`src/rtl/control_pipeline_if.sv`:
```
// Bundle between the instruction decoder (master) and the control pipeline (slave):
// the decoded ID-stage word in, stage control fields, hazard stall and forwarding selects out.
interface control_pipeline_if #(
  parameter int CNT_W = 16
);
  logic [7:0]       controlIn;
  logic [1:0]       compareCode;
  logic [1:0]       branchSrc;
  logic [4:0]       rsId;
  logic [4:0]       rtId;
  logic [4:0]       rdId;
  logic             stall;
  logic [2:0]       exCtrl;
  logic [1:0]       memCtrl;
  logic [2:0]       wbCtrl;
  logic [4:0]       destMem;
  logic [4:0]       destWb;
  logic [1:0]       forwardA;
  logic [1:0]       forwardB;
  logic [CNT_W-1:0] stallCount;

  modport master (
    output controlIn, compareCode, branchSrc, rsId, rtId, rdId,
    input  stall, exCtrl, memCtrl, wbCtrl, destMem, destWb, forwardA, forwardB, stallCount
  );

  modport slave (
    input  controlIn, compareCode, branchSrc, rsId, rtId, rdId,
    output stall, exCtrl, memCtrl, wbCtrl, destMem, destWb, forwardA, forwardB, stallCount
  );
endinterface

```
`src/rtl/control_pipeline.sv`:
```
// EX/MEM/WB control pipeline: carries decoder control fields, detects load-use and
// branch-operand hazards (stall + bubble), drives EX forwarding and counts stall cycles.
module control_pipeline #(
  parameter int          CNT_W  = 16,
  parameter int unsigned RA_REG = 31
) (
  input  logic               clock,
  input  logic               reset,
  control_pipeline_if.slave  bus
);

  localparam logic [4:0] RaReg = RA_REG[4:0];

  // EX stage keeps the whole decoder word; later stages keep only what they still need.
  logic [7:0]       exCtrlQ;
  logic [4:0]       destEx;
  logic [4:0]       rsEx;
  logic [4:0]       rtEx;
  logic             memReadM;
  logic             memWriteM;
  logic             regWriteM;
  logic [1:0]       regSrcM;
  logic [4:0]       destM;
  logic             regWriteW;
  logic [1:0]       regSrcW;
  logic [4:0]       destW;
  logic [CNT_W-1:0] cnt;

  logic [4:0] destId;
  logic       exMemRead;
  logic       exRegWrite;
  logic       loadUse;
  logic       branchActive;
  logic       useRt;
  logic       exMatch;
  logic       memMatch;
  logic       branchHazard;
  logic       stallInt;

  always_comb begin
    destId = '0;
    case (bus.controlIn[6:5])
      2'b00:   destId = bus.rdId;
      2'b01:   destId = bus.rtId;
      2'b10:   destId = RaReg;
      default: destId = '0;
    endcase
  end

  assign exMemRead  = exCtrlQ[4];
  assign exRegWrite = exCtrlQ[2];

  // rt is compared even for instructions that do not read it; a spare stall is harmless.
  assign loadUse = exMemRead && (destEx != 5'd0) &&
                   ((destEx == bus.rsId) || (destEx == bus.rtId));

  // Branches resolve in ID, so their operands must already be in the register file or
  // on a forwardable path; an unresolved load in MEM still blocks them.
  assign branchActive = (bus.compareCode != 2'b00) && (bus.branchSrc != 2'b01);
  assign useRt        = (bus.compareCode == 2'b01) || (bus.compareCode == 2'b10);
  assign exMatch      = (destEx == bus.rsId) || (useRt && (destEx == bus.rtId));
  assign memMatch     = (destM == bus.rsId) || (useRt && (destM == bus.rtId));
  assign branchHazard = branchActive &&
                        ((exRegWrite && (destEx != 5'd0) && exMatch) ||
                         (memReadM && (destM != 5'd0) && memMatch));

  assign stallInt = reset && (loadUse || branchHazard);

  function automatic logic [1:0] fwdSel(
    input logic [4:0] src,
    input logic       memWr,
    input logic [4:0] memDst,
    input logic       wbWr,
    input logic [4:0] wbDst
  );
    logic [1:0] sel;
    sel = 2'b00;
    if (memWr && (memDst != 5'd0) && (memDst == src))
      sel = 2'b10;
    else if (wbWr && (wbDst != 5'd0) && (wbDst == src))
      sel = 2'b01;
    return sel;
  endfunction

  always_ff @(posedge clock or negedge reset) begin
    if (!reset) begin
      exCtrlQ   <= '0;
      destEx    <= '0;
      rsEx      <= '0;
      rtEx      <= '0;
      memReadM  <= 1'b0;
      memWriteM <= 1'b0;
      regWriteM <= 1'b0;
      regSrcM   <= '0;
      destM     <= '0;
      regWriteW <= 1'b0;
      regSrcW   <= '0;
      destW     <= '0;
      cnt       <= '0;
    end else begin
      if (stallInt) begin
        exCtrlQ <= '0;
        destEx  <= '0;
        rsEx    <= '0;
        rtEx    <= '0;
      end else begin
        exCtrlQ <= bus.controlIn;
        destEx  <= destId;
        rsEx    <= bus.rsId;
        rtEx    <= bus.rtId;
      end
      memReadM  <= exCtrlQ[4];
      memWriteM <= exCtrlQ[3];
      regWriteM <= exCtrlQ[2];
      regSrcM   <= exCtrlQ[1:0];
      destM     <= destEx;
      regWriteW <= regWriteM;
      regSrcW   <= regSrcM;
      destW     <= destM;
      if (stallInt && (cnt != '1))
        cnt <= cnt + 1'b1;
    end
  end

  assign bus.stall      = stallInt;
  assign bus.exCtrl     = exCtrlQ[7:5];
  assign bus.memCtrl    = {memReadM, memWriteM};
  assign bus.wbCtrl     = {regWriteW, regSrcW};
  assign bus.destMem    = destM;
  assign bus.destWb     = destW;
  assign bus.forwardA   = fwdSel(rsEx, regWriteM, destM, regWriteW, destW);
  assign bus.forwardB   = fwdSel(rtEx, regWriteM, destM, regWriteW, destW);
  assign bus.stallCount = cnt;

endmodule

```
`src/flat_wrapper.sv`:
```
// flat-port wrapper written by rule: the top's interface ports become plain ports
module control_pipeline_flat 
#(
  parameter int          CNT_W  = 16,
  parameter int unsigned RA_REG = 31
)
  (clock, reset, bus_controlIn, bus_compareCode, bus_branchSrc, bus_rsId, bus_rtId, bus_rdId, bus_stall, bus_exCtrl, bus_memCtrl, bus_wbCtrl, bus_destMem, bus_destWb, bus_forwardA, bus_forwardB, bus_stallCount);
  control_pipeline_if #(.CNT_W(CNT_W)) bus_i ();
  input  logic clock;
  input  logic reset;
  input wire logic [$bits(bus_i.controlIn)-1:0] bus_controlIn;
  input wire logic [$bits(bus_i.compareCode)-1:0] bus_compareCode;
  input wire logic [$bits(bus_i.branchSrc)-1:0] bus_branchSrc;
  input wire logic [$bits(bus_i.rsId)-1:0] bus_rsId;
  input wire logic [$bits(bus_i.rtId)-1:0] bus_rtId;
  input wire logic [$bits(bus_i.rdId)-1:0] bus_rdId;
  output wire logic [$bits(bus_i.stall)-1:0] bus_stall;
  output wire logic [$bits(bus_i.exCtrl)-1:0] bus_exCtrl;
  output wire logic [$bits(bus_i.memCtrl)-1:0] bus_memCtrl;
  output wire logic [$bits(bus_i.wbCtrl)-1:0] bus_wbCtrl;
  output wire logic [$bits(bus_i.destMem)-1:0] bus_destMem;
  output wire logic [$bits(bus_i.destWb)-1:0] bus_destWb;
  output wire logic [$bits(bus_i.forwardA)-1:0] bus_forwardA;
  output wire logic [$bits(bus_i.forwardB)-1:0] bus_forwardB;
  output wire logic [$bits(bus_i.stallCount)-1:0] bus_stallCount;
  assign bus_i.controlIn = bus_controlIn;
  assign bus_i.compareCode = bus_compareCode;
  assign bus_i.branchSrc = bus_branchSrc;
  assign bus_i.rsId = bus_rsId;
  assign bus_i.rtId = bus_rtId;
  assign bus_i.rdId = bus_rdId;
  assign bus_stall = bus_i.stall;
  assign bus_exCtrl = bus_i.exCtrl;
  assign bus_memCtrl = bus_i.memCtrl;
  assign bus_wbCtrl = bus_i.wbCtrl;
  assign bus_destMem = bus_i.destMem;
  assign bus_destWb = bus_i.destWb;
  assign bus_forwardA = bus_i.forwardA;
  assign bus_forwardB = bus_i.forwardB;
  assign bus_stallCount = bus_i.stallCount;
  control_pipeline #(.CNT_W(CNT_W), .RA_REG(RA_REG)) u_core (.clock(clock), .reset(reset), .bus(bus_i));
endmodule
```
`config.mk`:
```
export PLATFORM = sky130hd
export DESIGN_NAME = control_pipeline_flat
export DESIGN_NICKNAME = d
export VERILOG_FILES = /design/src/rtl/control_pipeline_if.sv /design/src/rtl/control_pipeline.sv /design/src/flat_wrapper.sv
export SDC_FILE = /design/constraint.sdc
export NUM_CORES = 1
export LEC_CHECK = 0
export ABC_AREA = 1
export CORE_ASPECT_RATIO = 0.8
export CORE_MARGIN = 1.5
export CORE_UTILIZATION = 45
export DETAILED_ROUTE_END_ITERATION = 10
export PLACE_DENSITY_LB_ADDON = 0.12
export SLEW_MARGIN = 0
export SYNTH_ARGS = -nofsm -noshare
export SYNTH_HDL_FRONTEND = slang
export SYNTH_SLANG_ARGS = --single-unit
```
`constraint.sdc`:
```
create_clock -name clock -period 1.8 [get_ports clock]
set_clock_uncertainty 0.05 [all_clocks]
set_input_delay 0.36 -clock clock [delete_from_list [all_inputs] [get_ports clock]]
set_output_delay 0.36 -clock clock [all_outputs]
set_load 0.03 [all_outputs]
```
After elaboration in Yosys (flattened, before gate mapping)
Cells that the tools add are included.
{ "totals": {"out_inout_bits": 39, "word_cells": 66, "in_bits": 29, "register_bits": 57} }
{ "op_classes": {"reduce_logical": 29, "n_addsub": 1, "n_eq_ne": 14, "muxes": 9} }
{ "op_table": {"columns": ["operator", "n"], "rows": [
  ["5-bit equality test", 8],
  ["1-bit logical AND", 18],
  ["16-bit by 1-bit adder with 16-bit output, second input constant", 1],
  ["16-bit inequality test, second input constant", 1],
  ["5-bit two-way mux", 3],
  ["5-bit one-hot mux with 3 select lines", 1],
  ["5-bit nonzero test", 3],
  ["8-bit two-way mux", 1],
  ["1-bit logical OR", 6],
  ["2-bit by 1-bit equality test with 1-bit output, second input constant", 2],
  ["2-bit equality test, second input constant", 2],
  ["2-bit two-way mux", 2],
  ["2-bit zero test", 1],
  ["1-bit two-way mux", 2],
  ["2-bit by 1-bit inequality test with 1-bit output, second input constant", 1],
  ["2-bit nonzero test", 1]
]} }

Longest topological paths before layout
{ "depth": {"depth_word": 10, "mapped_depth": 14} }

Worst setup path before layout
Ideal clock, no wire load.
{ "synth_path": {"path_type": "reg2out", "startpoint": "register u_core.destM[2], in the netlist u_core.bus.destMem[2]", "endpoint": "output bus_forwardA[0]", "required_ns": 1.390, "stages_incl_launch_ff": 6, "slack_ns": -0.972, "t_arrival_ns": 2.362, "n_path_buf": 1, "cell_sequence": "dfrtp_1 -> buf_2 -> xnor2_1 -> nand3_1 -> nor4_1 -> nor3_1"} }
{ "synth_via": {"elab_chain_cells": 4, "word_cells_on_any_way": 5} }
{ "synth_lines": {"columns": ["item", "line_no", "source"], "rows": [
  ["start, declared", "control_pipeline.sv:23", "logic [4:0] destM;"],
  ["start signal, assigned", "control_pipeline.sv:116", "destM <= destEx;"],
  ["5-bit nonzero test", "control_pipeline.sv:78", "if (memWr && (memDst != 5'd0) && (memDst == src))"],
  ["1-bit logical AND", "control_pipeline.sv:78", null],
  ["1-bit logical AND (*)", "control_pipeline.sv:78", null],
  ["2-bit two-way mux (*)", "control_pipeline.sv:78", null],
  ["end, declared", "flat_wrapper.sv:23", "output wire logic [$bits(bus_i.forwardA)-1:0] bus_forwardA;"]
]} }
Mark *: on every way between the ends. The rest lies on a longest branch, timed or not.

Final worst setup path
{ "layout_path": {"startpoint": "register u_core.destEx[2]", "endpoint": "output bus_stall"} }
{ "layout_via": {"elab_chain_cells": 8, "word_cells_on_any_way": 14} }
{ "layout_lines": {"columns": ["item", "line_no", "source"], "rows": [
  ["start, declared", "control_pipeline.sv:16", "logic [4:0] destEx;"],
  ["start signal, assigned", "control_pipeline.sv:108", "destEx <= destId;"],
  ["5-bit equality test", "control_pipeline.sv:55, control_pipeline.sv:61", null],
  ["1-bit logical AND", "control_pipeline.sv:61", "assign exMatch = (destEx == bus.rsId) || (useRt && (destEx == bus.rtId));"],
  ["1-bit logical OR", "control_pipeline.sv:61", null],
  ["1-bit logical AND", "control_pipeline.sv:64", "((exRegWrite && (destEx != 5'd0) && exMatch) ||"],
  ["1-bit logical OR", "control_pipeline.sv:64", null],
  ["1-bit logical AND", "control_pipeline.sv:63", "assign branchHazard = branchActive &&"],
  ["1-bit logical OR (*)", "control_pipeline.sv:67", "assign stallInt = reset && (loadUse || branchHazard);"],
  ["1-bit logical AND (*)", "control_pipeline.sv:67", null],
  ["end, declared", "flat_wrapper.sv:17", "output wire logic [$bits(bus_i.stall)-1:0] bus_stall;"]
]} }
Marks and branches as above.

==> metrics.md <==
| Metric | Value |
|---|---|
| Largest net degree at the start of global routing | `45` |
| Main flop type after synthesis | `dfrtp_1` |
| Std-Cell Rows | `26` |
| Yosys cell types | `29` |
| CTS tree | `built` |
| Gp weighted congestion | `0.905` |
| 1st-pass router iterations | `4` |
| Power Dens Cells | `829 nW/um2` |
| Tcrit/Tclk final | `126%` |
| Routed length per instance | `14.1 um` |
| Sequential fraction of the synthesis area | `47.5%` |
| Cell Chain, Critical Path | `inv_2 > nand2_1 > nand2_1 > nor2_1 > nand3_1 > nand2_1 > nand3_2 > nand2_2 > nand2_4 > a21boi_4 > buf_6` |
| CP Class | `reg -> out` |
| Post-layout min period | `2.27 ns` |
| Synthesized flop and latch total | `57` |
| Startpoint Class | `flip-flop` |
| Post-synth top area share | `47.5%` |
| Top delay family on crit path | `simple AND/OR/NAND/NOR gates` |
| Layout area overhead | `54.3%` |
| Worst setup margin | `-0.465 ns` |
| Global-route wire length before repair | `12500 um` |
| Synth Warn # | `0` |
| Fin area | `4630 um2` |
| Commonest cells after routing, fill and taps aside | `nand2_1, dfrtp_1, buf_4` |
| Min Hold Slack | `0.0333 ns` |
| Reg2Reg Depth | `14` |
| Ys async rst share | `100%` |
| Max cap viols | `0` |
| Placed insts | `530` |
| Fin cells | `563` |
| RSZ-0062 raised after global routing | `true` |
| All-layer global routing usage | `22.6%` |
| Setup TNS | `-5.83 ns` |
| CTS Root Cell | `clkbuf_8` |
| Io pins | `68` |
| Top cells by area in the synthesized netlist | `dfrtp_1, nand2_1, xor2_1` |
| Clock-pin transition on the worst setup and hold timing paths | `0.07 ns` |
| Largest area contributor in the netlist | `dfrtp_1` |
| Post-synth EDFFs | `0` |
| Post-Syn Nets | `388` |
| Deepest clock path buffer count | `2` |
| Finished Core Util | `72.3%` |
| Hold Violations, Final | `0` |
| N_diodes | `0` |
| Later-pin clock latency in the skew report | `0.33 ns` |
| Die Area | `7170 um2` |
| Antenna Violating Nets Remaining | `0` |
| CP Capture Type | `output pin` |
| Peak supply drop | `641 uV` |
| Most Frequent Cell on Critical Path | `nand2_1` |
| Core area | `6410 um2` |
| Outcome | `complete, but fails checks` |
| Final Slew Violations | `0` |
| Pre-CTS setup slack | `-0.617 ns` |
| Number of port buffers | `67` |
| Critical path data required time | `1.39 ns` |
| Slowest CP cell | `dfrtp_1` |
| Vias | `2744` |
| Detailed-placement wirelength estimate | `5510 um` |
| Most common cell after layout, fill and taps aside | `nand2_1` |
| Initial DRC Count | `234` |
| Share of cells above drive strength 1 | `30.1%` |
| Cell Area, Placed | `4060 um2` |
| CTS buffer count | `9` |
| GRT Residual Overflow | `0` |
| CTS sink cnt | `57` |
| Worst Tran Pin Value | `0.449 ns` |
| Max-Slew Margin vs Limit | `69.8%` |
| Critical path peak fanout | `4` |
| Power consumption | `3.84 mW` |
| Crit-path max cell delay | `0.44 ns` |
| Worst path buffer plus inverter count | `2` |
| DRT Wirelength | `7910 um` |
| Post-Syn Area | `3000 um2` |
| Min-delay worst type | `in -> async` |
| LEAKAGE | `2.26 nW` |
| Die Width | `94.3 um` |
| Via density | `4.87` |
| Initial antenna violation count | `0` |
| Fmax | `441 MHz` |
| Worst path arrival time | `1.86 ns` |
| Final setup fails | `44` |
| # fillers | `506` |
| Die Ht | `76.1 um` |
| DR DRC count | `0` |
| Mapped Cells | `357` |
| Max H-tree Level | `3` |
| Mapped Avg Cell Area | `8.41 um2` |
| Initial core utilization | `46.8%` |
| Nets | `505` |
| Crit. path cell count | `11` |
| Vias in the first global route | `2609` |
| Failing checks | `negative setup slack` |
-- registers in the layout (all words and copies together) (netlist names), 2 cells and up --
register / count
u_core.bus.destMem: 5
u_core.bus.destWb: 5
u_core.bus.stallCount: 16
u_core.destEx: 5
u_core.exCtrlQ: 8
u_core.regSrcM: 2
u_core.regSrcW: 2
u_core.rsEx: 5
u_core.rtEx: 5
-- path summary, 6_finish.rpt --
check | start | to | slack, ns
setup / recovery | u_core.destEx[2] | bus_stall | -0.47
hold / removal | reset | u_core.exCtrlQ[1] | 0.03
setup reg to reg | u_core.destEx[2] | u_core.bus.stallCount[0] | -0.15
hold reg to reg | u_core.regSrcM[0] | u_core.regSrcW[0] | 0.30
max in group asynchronous | reset | u_core.bus.destMem[3] | 0.90
min in group clock | u_core.regSrcM[0] | u_core.regSrcW[0] | 0.30
-- cells by family after synthesis --
logic type	after synthesis	synth area share (%)
AO/OA/AOI/OAI	18	3.58
adder cells (fa/ha/maj)	2	0.834
XOR/XNOR	40	11.7
AND/OR/NAND/NOR	178	27.0
buffers and inverters	62	9.42
flip-flops	57	47.5
-- power breakdown --
part           internal [mW]  switching (mW)  total [mW]
clock                  0.750           0.503        1.25
combinational          0.478           0.569        1.05
sequential              1.40           0.136        1.54
-- final cells by class --
type	instances	area (um2)	share of cell area (%)
clock inverter	4	50.0	1.08
sequential	57	1440	31.1
clock buffer	12	165	3.57
multi-input combinational	239	1570	34.0
inverter	46	173	3.73
timing repair buffer	121	1130	24.3
tap	84	105	2.27
-- layer usage --
metal  vias to the layer above  share of wire (%)  track usage (%)
li1                       1357                  -                -
met1                      1300                 46             31.4
met2                        77                 47             34.5
met3                        10                5.1             5.59
met4                         0                1.3             7.31
met5                         -                  0                0
-- cell usage after synthesis, types with 5 or more instances --
cell type and count:
buf_4 10, dfrtp_1 57, inv_1 43, nand2_1 83, nand3_1 16, nand4_1 17, nor2_1 39, nor3_1 9
nor4_1 5, o21ai_0 13, xnor2_1 13, xor2_1 27
-- timing repair --
action / 4_1_cts / 5_1_grt
buffers inserted: 5 / 9
hold buffers: 1 / 0
cloned: 0 / 3
pin swaps: 17 / 23
endpoints found under the hold margin: 21 / 0
endpoints found under the setup margin: 71 / 45
resized for setup: 66 / 32
No activity file was read; power rests on OpenSTA's default activity.
